File: src/rtl/dog_motion_pkg.sv
// Shared encodings and screen geometry for the dog sprite motion controller.
package dog_motion_pkg;

    typedef enum logic [1:0] {
        IDLE = 2'd0,
        RUN  = 2'd1,
        JUMP = 2'd2
    } state_t;

    localparam logic [2:0] ACTION_SIT  = 3'd7;
    localparam logic [2:0] ACTION_JUMP = 3'd6;
    localparam int         RUN_FRAMES  = 6;

    localparam int SCREEN_W = 640;
    localparam int SPRITE_W = 64;

endpackage

File: src/rtl/frame_tick_gen.sv
// Pixel-clock frame counter; frame_tick is high in the cycle the counter sits at FRAME_CYCLES-1.
module frame_tick_gen #(
    parameter int FRAME_CYCLES = 420000
) (
    input  logic pixel_clk,
    input  logic reset,
    output logic frame_tick
);

    localparam int CNT_W = $clog2(FRAME_CYCLES);

    logic [CNT_W-1:0] cnt;

    // frame_tick is registered one count early so it lines up with cnt == FRAME_CYCLES-1
    always_ff @(posedge pixel_clk) begin
        if (!reset) begin
            cnt        <= '0;
            frame_tick <= 1'b0;
        end else begin
            cnt        <= (cnt == CNT_W'(FRAME_CYCLES - 1)) ? '0 : cnt + 1'b1;
            frame_tick <= (cnt == CNT_W'(FRAME_CYCLES - 2));
        end
    end

endmodule

File: src/rtl/dog_motion_ctrl.sv
// Frame-rate sit/run/jump sequencer for the dog sprite layer.
// Optional DOG_BOUNCE_EN: dog bounces between screen edges instead of wrapping x to 0.
//
// state | meaning
// IDLE  | sitting, x/y held, ActionSel = 7
// RUN   | run cycle sprites 0-5, x advances every frame
// JUMP  | airborne under gravity, ActionSel = 6, x keeps advancing
module dog_motion_ctrl
    import dog_motion_pkg::*;
#(
    parameter int FRAME_CYCLES    = 420000,
    parameter int FRAMES_PER_STEP = 4,
    parameter int STEP_X          = 4,
    parameter int X_MAX           = SCREEN_W - SPRITE_W,
    parameter int GROUND_Y        = 300,
    parameter int JUMP_V0         = 12,
    parameter int GRAVITY         = 1
) (
    input  logic       pixel_clk,
    input  logic       reset,
    input  logic       run,
    input  logic       jump,
    output logic       frame_tick,
    output logic [2:0] ActionSel,
    output logic [9:0] DogPos_x,
    output logic [8:0] DogPos_y
);

    localparam int STEP_W = $clog2(FRAMES_PER_STEP + 1);

    state_t              state;
    logic [STEP_W-1:0]   step_cnt;
    logic signed [5:0]   vel;
    logic                pending;

    logic                jump_req;
    logic                x_moves;
    logic [10:0]         x_sum;
    logic [9:0]          x_adv;
    logic signed [5:0]   vel_next;
    logic signed [10:0]  y_next;
    logic                landing;

    frame_tick_gen #(.FRAME_CYCLES(FRAME_CYCLES)) u_frame_tick_gen (
        .pixel_clk  (pixel_clk),
        .reset      (reset),
        .frame_tick (frame_tick)
    );

    assign jump_req = pending | jump;
    assign x_moves  = frame_tick && (((state == RUN) && (jump_req || run)) || (state == JUMP));
    assign x_sum    = {1'b0, DogPos_x} + 11'(STEP_X);
    assign vel_next = vel - $signed(6'(GRAVITY));
    assign y_next   = $signed({2'b00, DogPos_y}) - $signed({{5{vel_next[5]}}, vel_next});
    assign landing  = (y_next >= $signed(11'(GROUND_Y)));

`ifdef DOG_BOUNCE_EN
    logic dir_left;
    logic dir_flip;

    always_comb begin
        x_adv    = x_sum[9:0];
        dir_flip = 1'b0;
        if (dir_left) begin
            if (DogPos_x < 10'(STEP_X)) begin
                x_adv    = '0;
                dir_flip = 1'b1;
            end else begin
                x_adv = DogPos_x - 10'(STEP_X);
            end
        end else if (x_sum > 11'(X_MAX)) begin
            x_adv    = 10'(X_MAX);
            dir_flip = 1'b1;
        end
    end

    always_ff @(posedge pixel_clk) begin
        if (!reset) begin
            dir_left <= 1'b0;
        end else if (x_moves && dir_flip) begin
            dir_left <= ~dir_left;
        end
    end
`else
    assign x_adv = (x_sum > 11'(X_MAX)) ? '0 : x_sum[9:0];
`endif

    always_ff @(posedge pixel_clk) begin
        if (!reset) begin
            state     <= IDLE;
            ActionSel <= ACTION_SIT;
            DogPos_x  <= '0;
            DogPos_y  <= 9'(GROUND_Y);
            step_cnt  <= '0;
            vel       <= '0;
            pending   <= 1'b0;
        end else if (frame_tick) begin
            pending <= 1'b0;
            if (x_moves) begin
                DogPos_x <= x_adv;
            end
            unique case (state)
                IDLE: begin
                    if (run) begin
                        state     <= RUN;
                        ActionSel <= 3'd0;
                        step_cnt  <= '0;
                    end
                end
                RUN: begin
                    if (jump_req) begin
                        state     <= JUMP;
                        ActionSel <= ACTION_JUMP;
                        vel       <= 6'(JUMP_V0);
                        DogPos_y  <= 9'(GROUND_Y - JUMP_V0);
                    end else if (!run) begin
                        state     <= IDLE;
                        ActionSel <= ACTION_SIT;
                    end else if (step_cnt == STEP_W'(FRAMES_PER_STEP - 1)) begin
                        step_cnt  <= '0;
                        ActionSel <= (ActionSel == 3'(RUN_FRAMES - 1)) ? 3'd0 : ActionSel + 3'd1;
                    end else begin
                        step_cnt <= step_cnt + 1'b1;
                    end
                end
                JUMP: begin
                    vel <= vel_next;
                    if (landing) begin
                        DogPos_y <= 9'(GROUND_Y);
                        if (run) begin
                            state     <= RUN;
                            ActionSel <= 3'd0;
                            step_cnt  <= '0;
                        end else begin
                            state     <= IDLE;
                            ActionSel <= ACTION_SIT;
                        end
                    end else begin
                        DogPos_y <= y_next[8:0];
                    end
                end
                default: state <= IDLE;
            endcase
        end else begin
            // several pulses inside one frame collapse into a single request
            pending <= pending | jump;
        end
    end

endmodule

File: config.mk
export PLATFORM = sky130hd
export DESIGN_NAME = dog_motion_ctrl
export DESIGN_NICKNAME = d
export VERILOG_FILES = /design/src/rtl/dog_motion_pkg.sv /design/src/rtl/frame_tick_gen.sv /design/src/rtl/dog_motion_ctrl.sv
export SDC_FILE = /design/constraint.sdc
export NUM_CORES = 1
export LEC_CHECK = 0
export ABC_AREA = 1
export BUFFER_PORTS_ARGS = -buffer_cell sky130_fd_sc_hd__buf_2
export CAP_MARGIN = 20
export CELL_PAD_IN_SITES_DETAIL_PLACEMENT = 0
export CELL_PAD_IN_SITES_GLOBAL_PLACEMENT = 1
export CORE_UTILIZATION = 43
export CTS_CLUSTER_SIZE = 30
export DETAILED_ROUTE_END_ITERATION = 10
export PLACE_DENSITY_LB_ADDON = 0.1
export SLEW_MARGIN = 25
export SYNTH_ARGS = -nofsm -noshare
export SYNTH_HDL_FRONTEND = slang
export SYNTH_SLANG_ARGS = --single-unit
File: constraint.sdc
create_clock -name pixel_clk -period 2.8 [get_ports pixel_clk]
set_input_delay 0.56 -clock pixel_clk [delete_from_list [all_inputs] [get_ports pixel_clk]]
set_output_delay 0.56 -clock pixel_clk [all_outputs]
set_load 0.1 [all_outputs]
==> impl_metrics.ini, run 1 <==
[run_status]
status = completed

[sta]
skew_ps = 8.16
fin_crit_ps = 2670
fmax_ghz = 0.375
drv_slew = 0
setup_violations = 0
timing.hold.ws_ps = 447
worst_slew_pin_slew_ps = 571
max_slew_margin_pct = 61.9
setup_tns_ps = 0
finalCritPeriodShare_pct = 95.3
hold_viol_final = 0

[setup_path]
critPathTopFamily = simple AND/OR/NAND/NOR gates
worstPathCellList = inv_2 -> ha_4 -> xnor2_2 -> ha_1 -> nand2_1 -> nor2_1 -> nor2_2 -> nor2_1 -> nand3_2 -> nand2_2 -> nand2_2 -> nand2_2 -> nand2_2 -> nand2_2 -> nand3_2 -> nand2_2 -> nand2_2 -> nand2_4 -> buf_6 -> nand2_4 -> a21oi_2 -> o21ai_1
crit_type = flop to flop
arrival_ps = 2880
worst_setup_path_end_kind = flop
critical_path.max_fanout = 6
cp.required_ps = 3010
cp-start-kind = flop
timing.rr.start = vel[0]
cpMostUsedCell = nand2_2
reg2reg_to = DogPos_y[3]
worst-path-buf-inv = 2
rr_worst_depth = 22
r2r_slack_ps = 130
worst_path_max_delay_cell = dfxtp_2
slowest_delay_ps = 350

[worst_hold_path]
hold_end = vel[0]
min_path_type = flop to flop
min_path_cells = 1
hp-start = vel[0]

[synthesis]
synth_largest_area_cell = dfxtp_1
synth.distinct_cells = 42
netlist_top_cells_area = dfxtp_1 33%, nand2_1 11%, inv_1 7.1%, a21oi_1 5.6%, ha_1 5.2%
synthesis.area_mm2 = 0.00313
synth-edff-count = 0
syn_inst = 441
avgSynthCellArea_um2 = 7.10
ys_async_sr_fraction_pct = 0
synthFlopType = dfxtp_1
yosysSeqAreaShare_pct = 33.3
ys_warn_count = 0
ys_seq_elements = 52
synth_top_area_share_pct = 33.3

[route]
wl_per_cell_um = 11.8
drt_iter0_drc = 67
post-route-drc-count = 0
first_pass_iters = 4
ant_nets = 0
routed_wl_mm = 6.72
vias = 2812
routed_via_density = 4.92

[floorplanning]
start_util_pct = 45.3
rows = 30
die-area_mm2 = 0.00763
die_w_um = 87.3
io_pins = 27
core_mm2 = 0.00691
die_y_um = 87.3

[clock_network]
clk_latency_ps = 310
clock_path_buffers = 2
numCtsBuffers = 5
htreeDepth = 2
cts-root-buf = clkbuf_8
clkTransAtPathRegs_ps = 100
cts_tree = built
hold_buffers = 0
clock-sinks = 52

[finish]
area_growth_pct = 14.2
design_area_mm2 = 0.00358
num-fill-cells = 724
multi_input_area_mm2 = 0.00188
regArea_mm2 = 0.00105
drive_gt1_share_pct = 22.5
nets = 492
final_util_pct = 51.8
diodes = 0

[global_route]
grt_overflow = 0
gr-usage-all-layers_pct = 19.1
grt_max_degree = 17
grt_pass1_vias = 2618
antenna_found_initial = 0
grt_pass1_wl_mm = 11.5

[flow_run]
max-cap-violations = 0

[power_and_ir_drop]
pwr_density_cell_mw_per_mm2 = 351
p_leak_uw = 0.00154
peakVddDrop_mv = 0.247
p_total_uw = 1250

[placed_design]
dpl.hpwl_mm = 5.09
gp_congestion = 0.865
placed_area_mm2 = 0.00339
port_buffers = 24
## power by group
part           total, uW  switching, uW  internal [uW]
sequential           747           3.34            743
clock                458            260            198
combinational       49.1           38.0           11.1
## registers in the layout (all words and copies together), names as in the netlist
name                         cells
state                            2
step_cnt                         3
vel                              6
DogPos_x                         8
DogPos_y                         9
ActionSel                        3
pending                          1
u_frame_tick_gen.frame_tick      1
u_frame_tick_gen.cnt            19
## layout make-up
cell class / instances / area share [%]
Multi-Input combinational cell: 319 / 52.7
Sequential cell: 52 / 29.3
Inverter: 62 / 6.51
Timing Repair Buffer: 34 / 5.56
Tap cell: 96 / 3.36
Clock buffer: 6 / 2.31
Clock inverter: 2 / 0.280
## cells in the mapped netlist, types with 4 or more instances
cell type,number
nand2_1,92
inv_1,59
dfxtp_1,52
a21oi_1,35
nor2_1,33
nand3_1,22
nand4_1,18
ha_1,13
nand2_2,13
nor3_1,11
o21ai_0,10
nor2_2,8
xor2_1,8
nand3_2,7
nand2_4,6
a211oi_1,5
o21a_1,5
clkbuf_1,4
## what timing repair did
| item | CTS | global route |
|---|---|---|
| setup buffers | 0 | 2 |
| setup endpoints to repair | 0 | 16 |
| gates resized for setup | 0 | 22 |
## layout by cell type, fill, tap and decap left out, drive strengths merged, types with 6 or more instances in the layout
master / instances
nand3: 29
buf: 34
nand2: 111
ha: 13
dfxtp: 52
nand4: 18
inv: 61
nor2: 42
nor3: 13
xor2: 8
clkbuf: 6
o21ai: 13
a21oi: 35
## per-layer routing
| layer | wire [um] | vias to the layer above | part of all wire, % | track usage (%) |
|---|---|---|---|---|
| met5 | 0 | - | 0 | 0 |
| met4 | 101 | 0 | 1.5 | 6.11 |
| met3 | 217 | 8 | 3.2 | 2.94 |
| met2 | 3080 | 47 | 46 | 32.5 |
| met1 | 3320 | 1256 | 49 | 24.6 |
| li1 | - | 1501 | - | - |
## kinds of logic (layout without fill, tap and decap cells)
| kind of cell | after synthesis | count (layout) | share of synthesized area (%) |
|---|---|---|---|
| buf+inv | 71 | 104 | 9.07 |
| xor+xnor | 10 | 10 | 2.80 |
| simple gates | 225 | 225 | 36.1 |
| compound gates | 67 | 67 | 12.5 |
| mux | 1 | 1 | 0.360 |
| fa+ha+maj | 14 | 14 | 5.84 |
| flops | 52 | 52 | 33.3 |
| other cells | 1 | 2 | 0.120 |
## metrics by stage
stage / worst slack [ps] / instances
6_report: 130 / 571
3_3_place_gp: 56.1 / 561
4_1_cts: 20.6 / 569
2_1_floorplan: 149 / 442
3_5_place_dp: 34.9 / 561
5_1_grt: -13.7 / 571
## worst max-delay path by stage
stage,from,slack (ps),depth (start not counted),end
after floorplan,DogPos_y[4],150,18,ActionSel[1]
after global placement,vel[0],60,21,DogPos_y[3]
after detailed placement,vel[0],30,21,DogPos_y[3]
after CTS,vel[0],20,21,DogPos_y[3]
after global routing,vel[0],-10,22,DogPos_y[3]
final,vel[0],130,22,DogPos_y[3]
Power figures use the tool's default switching activity.
==> inputs of run 2 (changes only) <==
--- a/config.mk
+++ b/config.mk
@@ -17,4 +17,5 @@
 export SLEW_MARGIN = 25
 export SYNTH_ARGS = -nofsm -noshare
 export SYNTH_HDL_FRONTEND = slang
+export SYNTH_HIERARCHICAL = 1
 export SYNTH_SLANG_ARGS = --single-unit
==> run 2 against run 1 <==
  * Clock skew shrank 3.8 ps
  * Sequential cell count unchanged
  * Count of clock-buffer cells in the layout unchanged
  * Die area grew 3.2%
  * Utilization is 1.2 points lower
  * Combinational power grew 4.7%
  * Clock power decreased by 8.3%
  * Hold slack worse by 1.7 ps
  * Cell count grew 6.3%
  * Sequential share of layout area fell by 0.75 points
  * Synthesized cell count increased by 7.7%
  * Critical path type unchanged
  * Highest routed layer unchanged
==> impl_metrics.ini, run 2 <==
[finish]
largest_reg_flops = 19
regMostFlops = u_frame_tick_gen/cnt
largestRegisters = u_frame_tick_gen/cnt x19, DogPos_y x9, DogPos_x x8
layout_commonest_cell = nand2_1
drive_gt1_share_pct = 19.3
nets = 526
area_growth_pct = 13.5
diodes = 0
layout_common_cells = 95 x nand2_1, 74 x nor2_1, 53 x inv_1, 47 x dfxtp_1, 32 x nand3_1
fin_cells = 607
final_util_pct = 50.6

[sta]
fmax_ghz = 0.376
max_slew_margin_pct = 58.3
hold_viol_final = 0
drv_slew = 0
worst_slew_pin_slew_ps = 620
skew_ps = 4.36
rsz0062_at_grt = true
setup_violations = 0
finalCritPeriodShare_pct = 95.1
fin_crit_ps = 2660

[placed_design]
placed_cells = 597
dpl.hpwl_mm = 5.44
port_buffers = 24
gp_congestion = 0.829

[route]
post-route-drc-count = 0
vias = 3010
ant_nets = 0
first_pass_iters = 4
routed_wl_mm = 7.42
wl_per_cell_um = 12.2
drt_iter0_drc = 103
routed_via_density = 4.96

[worst_hold_path]
min_path_type = flop to flop

[floorplanning]
die-area_mm2 = 0.00787
die_y_um = 88.7
core_mm2 = 0.00725
die_w_um = 88.7
rows = 31
io_pins = 27
start_util_pct = 44.6

[synthesis]
syn_inst = 475
avgSynthCellArea_um2 = 6.81
synth_top_area_share_pct = 32.2
synthesis.area_mm2 = 0.00323
synth_most_common_cell = nand2_1
yosysSeqAreaShare_pct = 32.2
synth.distinct_cells = 38
ys_warn_count = 6
synth-edff-count = 0
synthFlopType = dfxtp_1
ys_seq_elements = 52
synthTopCellsByCount = 98 x nand2_1, 76 x nor2_1, 54 x inv_1
netlist_top_cells_area = dfxtp_1 32%, nand2_1 11%, nor2_1 8.8%, inv_1 6.3%, nand3_1 5.3%
synth_largest_area_cell = dfxtp_1
ys_async_sr_fraction_pct = 0

[power_and_ir_drop]
pwr-share-clk_pct = 34.5
internal_power_uw = 926
peakVddDrop_mv = 0.179
p_comb_share_pct = 4.2
switching_power_uw = 293
pwr_density_cell_mw_per_mm2 = 332
p_leak_uw = 0.00154
switching_share_pct = 24.0
p_seq_share_pct = 61.3

[run_status]
status = completed

[clock_network]
hold_buffers = 0
clock_path_buffers = 2
clk_latency_ps = 300
cts-root-buf = clkbuf_8
clkTransAtPathRegs_ps = 90
numCtsBuffers = 5
clock-sinks = 52
cts_tree = built
htreeDepth = 2

[setup_path]
cp.required_ps = 2980
slowest_delay_ps = 350
crit_type = flop to flop
worst_setup_path_end_kind = flop
critical_path.max_fanout = 5
critPathTopFamily = simple AND/OR/NAND/NOR gates
worstPathCellList = inv_2 -> ha_4 -> nand3_1 -> xor2_1 -> ha_1 -> inv_1 -> nor2_1 -> nand3_1 -> nand2_2 -> nand2_2 -> nand2_2 -> nand2_1 -> nand2_1 -> nand2_1 -> nand2_1 -> nand2_1 -> nand2_2 -> nand2_2 -> a21oi_1 -> o21ai_0
worst-path-buf-inv = 2
worst_path_max_delay_cell = ha_1
cp-start-kind = flop
arrival_ps = 2840

[global_route]
antenna_found_initial = 0
grt_pass1_vias = 2631
grt_max_degree = 18
grt_pass1_wl_mm = 11.9
grt_overflow = 0
gr-usage-all-layers_pct = 19.4

[flow_run]
max-cap-violations = 0
run 2: cell types whose count changed in the layout (fill, tap and decap cells not counted), moves of 5 or more:
| cell | change |
|---|---|
| a21oi_1 | -11 |
| inv_1 | -5 |
| nand2_1 | +8 |
| nand3_1 | +14 |
| nor2_1 | +42 |
| o21a_1 | -5 |
| xnor2_1 | +6 |
run 2: layout make-up:
type                            instances  area [um2]
Tap cell                               99         124
Sequential cell                        52        1050
Timing Repair Buffer                   33         191
Clock buffer                            6        72.6
Fill cell                             777        3580
Multi-Input combinational cell        357        2010
Clock inverter                          1        5.00
Inverter                               59         224
run 2: cells by family (layout without fill, tap and decap cells):
logic type	count (synthesis)	after routing	synth area share [%]
buf+inv	68	99	8.63
flops	52	52	32.2
simple gates	271	272	39.1
compound gates	49	49	8.90
xor+xnor	20	20	5.42
other cells	1	2	0.116
fa+ha+maj	14	14	5.65
run 2: stage by stage:
stage                     setup WS (ps)  area [um2]  TNS [ps]  hold WS, ps  total power (uW)
after detailed placement          -79.2        3480      -303          437               815
after CTS                          14.2        3570         0          458              1240
after global placement             15.0        3480         0          427               815
after floorplan                     141        3240         0          417               804
after global routing               -117        3670     -1380          478              1270
final                               137        3670         0          445              1220
run 2: timing repair:
item	4_1_cts	5_1_grt
pin swaps	0	10
resized for setup	2	21
gates cloned	0	1
setup endpoints to repair	7	18
setup buffers	0	2
run 2: routing by layer:
layer	part of all wire (%)	wire, um	vias up	track usage [%]
met5	0	0	-	0
met4	1.3	100	0	6.01
met3	2.8	211	6	3.17
met2	48	3580	40	34.3
met1	48	3530	1378	24.0
li1	-	-	1586	-
run 2: final timing paths:
path / from / endpoint / slack (ps) / cells after the start
max: vel[0] / DogPos_y[5] / 140 / 20
min: vel[0] / vel[0] / 450 / 1
max reg2reg: vel[0] / DogPos_y[5] / 140 / 20
min reg2reg: vel[0] / vel[0] / 450 / 1
run 2: power by group through the flow:
stage | Combinational [uW] | Sequential (uW) | Clock, uW
after floorplan | 40.1 | 764 | 0
after global placement | 50.9 | 764 | 0
after detailed placement | 51.1 | 764 | 0
after CTS | 51.0 | 747 | 445
after global routing | 57.0 | 748 | 470
final | 51.4 | 747 | 420
run 2: worst reg2reg max path, cell delays in order (launching register included):
cell and delay [ps]:
dfxtp_2 340, inv_2 90, ha_4 160, nand3_1 100, xor2_1 180, ha_1 350
inv_1 70, nor2_1 100, nand3_1 100, nand2_2 100, nand2_2 70, nand2_2 60
nand2_1 60, nand2_1 70, nand2_1 60, nand2_1 60, nand2_1 60, nand2_2 130
nand2_2 120, a21oi_1 180, o21ai_0 90
==> inputs of run 3 (changes only) <==
--- a/config.mk
+++ b/config.mk
@@ -10,7 +10,7 @@
 export CAP_MARGIN = 20
 export CELL_PAD_IN_SITES_DETAIL_PLACEMENT = 0
 export CELL_PAD_IN_SITES_GLOBAL_PLACEMENT = 1
-export CORE_UTILIZATION = 43
+export CORE_UTILIZATION = 25
 export CTS_CLUSTER_SIZE = 30
 export DETAILED_ROUTE_END_ITERATION = 10
 export PLACE_DENSITY_LB_ADDON = 0.1
==> run 3 against run 2 <==
  * Sequential power hardly changed
  * Sequential cell count stayed put
  * Register-to-register slack is essentially flat
  * Cell count increased by 13%
  * Non-clock buffer count is 6 higher
  * Wire length increased by 14%
==> impl_metrics.ini, run 3 (synthesized netlist as in run 2, its figures left out) <==
[setup_path]
worst_setup_path_end_kind = flop
slowest_delay_ps = 360
crit_type = flop to flop
worstPathCellList = inv_4 -> ha_4 -> xnor2_4 -> ha_4 -> nand2_4 -> nor2_4 -> nor2_4 -> nor2_2 -> nand3_2 -> nand2_4 -> nand2_2 -> nand2_2 -> nor2_2 -> nor2_1 -> nand2_1 -> nand2_1 -> nand2_1 -> nand2_2 -> buf_6 -> nand2_4 -> a22oi_2 -> nand2_1
worst-path-buf-inv = 2
cp.required_ps = 2990
cp-start-kind = flop
arrival_ps = 2840
worst_path_max_delay_cell = dfxtp_2
critPathTopFamily = simple AND/OR/NAND/NOR gates
cpMostUsedCell = nand2_1
critical_path.max_fanout = 4

[power_and_ir_drop]
switching_share_pct = 23.4
peakVddDrop_mv = 0.221
p_total_uw = 1540
p_leak_uw = 0.00166
switching_power_uw = 359
pwr-share-clk_pct = 48.0
pwr_density_cell_mw_per_mm2 = 383
p_seq_share_pct = 48.6
internal_power_uw = 1180
p_comb_share_pct = 3.4

[clock_network]
clock-sinks = 52
clkTransAtPathRegs_ps = 70
clk_latency_ps = 310
numCtsBuffers = 5
cts_tree = built
hold_buffers = 0
clock_path_buffers = 2
cts-root-buf = clkbuf_16
htreeDepth = 2

[floorplanning]
rows = 41
die_w_um = 116
io_pins = 27
die_y_um = 116
start_util_pct = 25.6
die-area_mm2 = 0.0134
core_mm2 = 0.0126

[finish]
area_growth_pct = 23.9
diodes = 0
layout_common_cells = 88 x nand2_1, 70 x nor2_1, 52 x inv_1, 46 x dfxtp_1, 28 x nand3_1
drive_gt1_share_pct = 24.7
largestRegisters = u_frame_tick_gen/cnt x19, DogPos_y x9, DogPos_x x8
nets = 532
regMostFlops = u_frame_tick_gen/cnt
final_util_pct = 31.8
layout_commonest_cell = nand2_1
largest_reg_flops = 19

[placed_design]
port_buffers = 24
gp_congestion = 0.764
dpl.hpwl_mm = 6.15
pre_cts_ws_ps = -84.8

[route]
first_pass_iters = 4
wl_per_cell_um = 12.3
post-route-drc-count = 0
routed_via_density = 4.35
drt_iter0_drc = 148
routed_wl_mm = 8.44
ant_nets = 0
vias = 2991

[sta]
fin_ws_ps = 147
max_slew_margin_pct = 62.2
fin_crit_ps = 2650
worst_slew_pin_slew_ps = 563
setup_violations = 0
setup_tns_ps = 0
hold_viol_final = 0
skew_ps = 7.26
finalCritPeriodShare_pct = 94.8
rsz0062_at_grt = true
timing.hold.ws_ps = 448
drv_slew = 0
fmax_ghz = 0.377

[global_route]
grt_overflow = 0
grt_max_degree = 18
grt_pass1_vias = 2751
grt_pass1_wl_mm = 13.5
antenna_found_initial = 0
gr-usage-all-layers_pct = 13.2

[worst_hold_path]
min_path_type = flop to flop

[flow_run]
max-cap-violations = 0

[run_status]
status = completed
==> run 3: power by group through the flow <==
stage	clock network, uW	registers [uW]	logic, uW
global placement	0	764	53.9
CTS	779	747	53.3
detailed placement	0	764	53.4
floorplan	0	764	40.1
finish	737	747	52.8
global route	806	748	59.0
==> run 3: repair_timing <==
item,CTS,global route
pin swaps,0,26
endpoints found under the setup margin,8,17
setup buffers,0,5
cloned,0,1
resized for setup,2,50
==> run 3: routing by layer <==
layer  track usage (%)  vias up  wire length [um]
met4              4.62        0               112
li1                  -     1602                 -
met3              2.51        8               178
met1              17.4     1353              4290
met5                 0        -                 0
met2              21.4       28              3860
==> run 3: layout make-up <==
class / count / area (um2)
inverter: 59 / 224
multi-input combinational: 357 / 2110
clock buffer: 5 / 125
fill: 1415 / 8610
sequential: 52 / 1050
tap: 172 / 215
clock inverter: 3 / 42.5
timing repair buffer: 39 / 240
==> run 3: worst reg2reg max path, cell delays in order (launching register included) <==
cell and delay, ps:
dfxtp_2 360, inv_4 50, ha_4 180, xnor2_4 150, ha_4 310, nand2_4 60
nor2_4 120, nor2_4 60, nor2_2 110, nand3_2 120, nand2_4 100, nand2_2 60
nand2_2 70, nor2_2 30, nor2_1 90, nand2_1 50, nand2_1 50, nand2_1 60
nand2_2 120, buf_6 140, nand2_4 50, a22oi_2 140, nand2_1 60
==> run 3: final timing paths <==
path	start	to	slack [ps]	depth (start not counted)
hold reg to reg	u_frame_tick_gen/cnt[0]	u_frame_tick_gen/cnt[0]	450	1
setup / recovery	vel[0]	DogPos_y[2]	150	22
setup reg to reg	vel[0]	DogPos_y[2]	150	22
hold / removal	u_frame_tick_gen/cnt[0]	u_frame_tick_gen/cnt[0]	450	1
==> run 3: through the flow <==
stage / instances / instance area [um2]
final: 687 / 4010
after floorplan: 476 / 3240
after detailed placement: 673 / 3590
after global placement: 673 / 3590
after global routing: 687 / 4010
after CTS: 681 / 3770
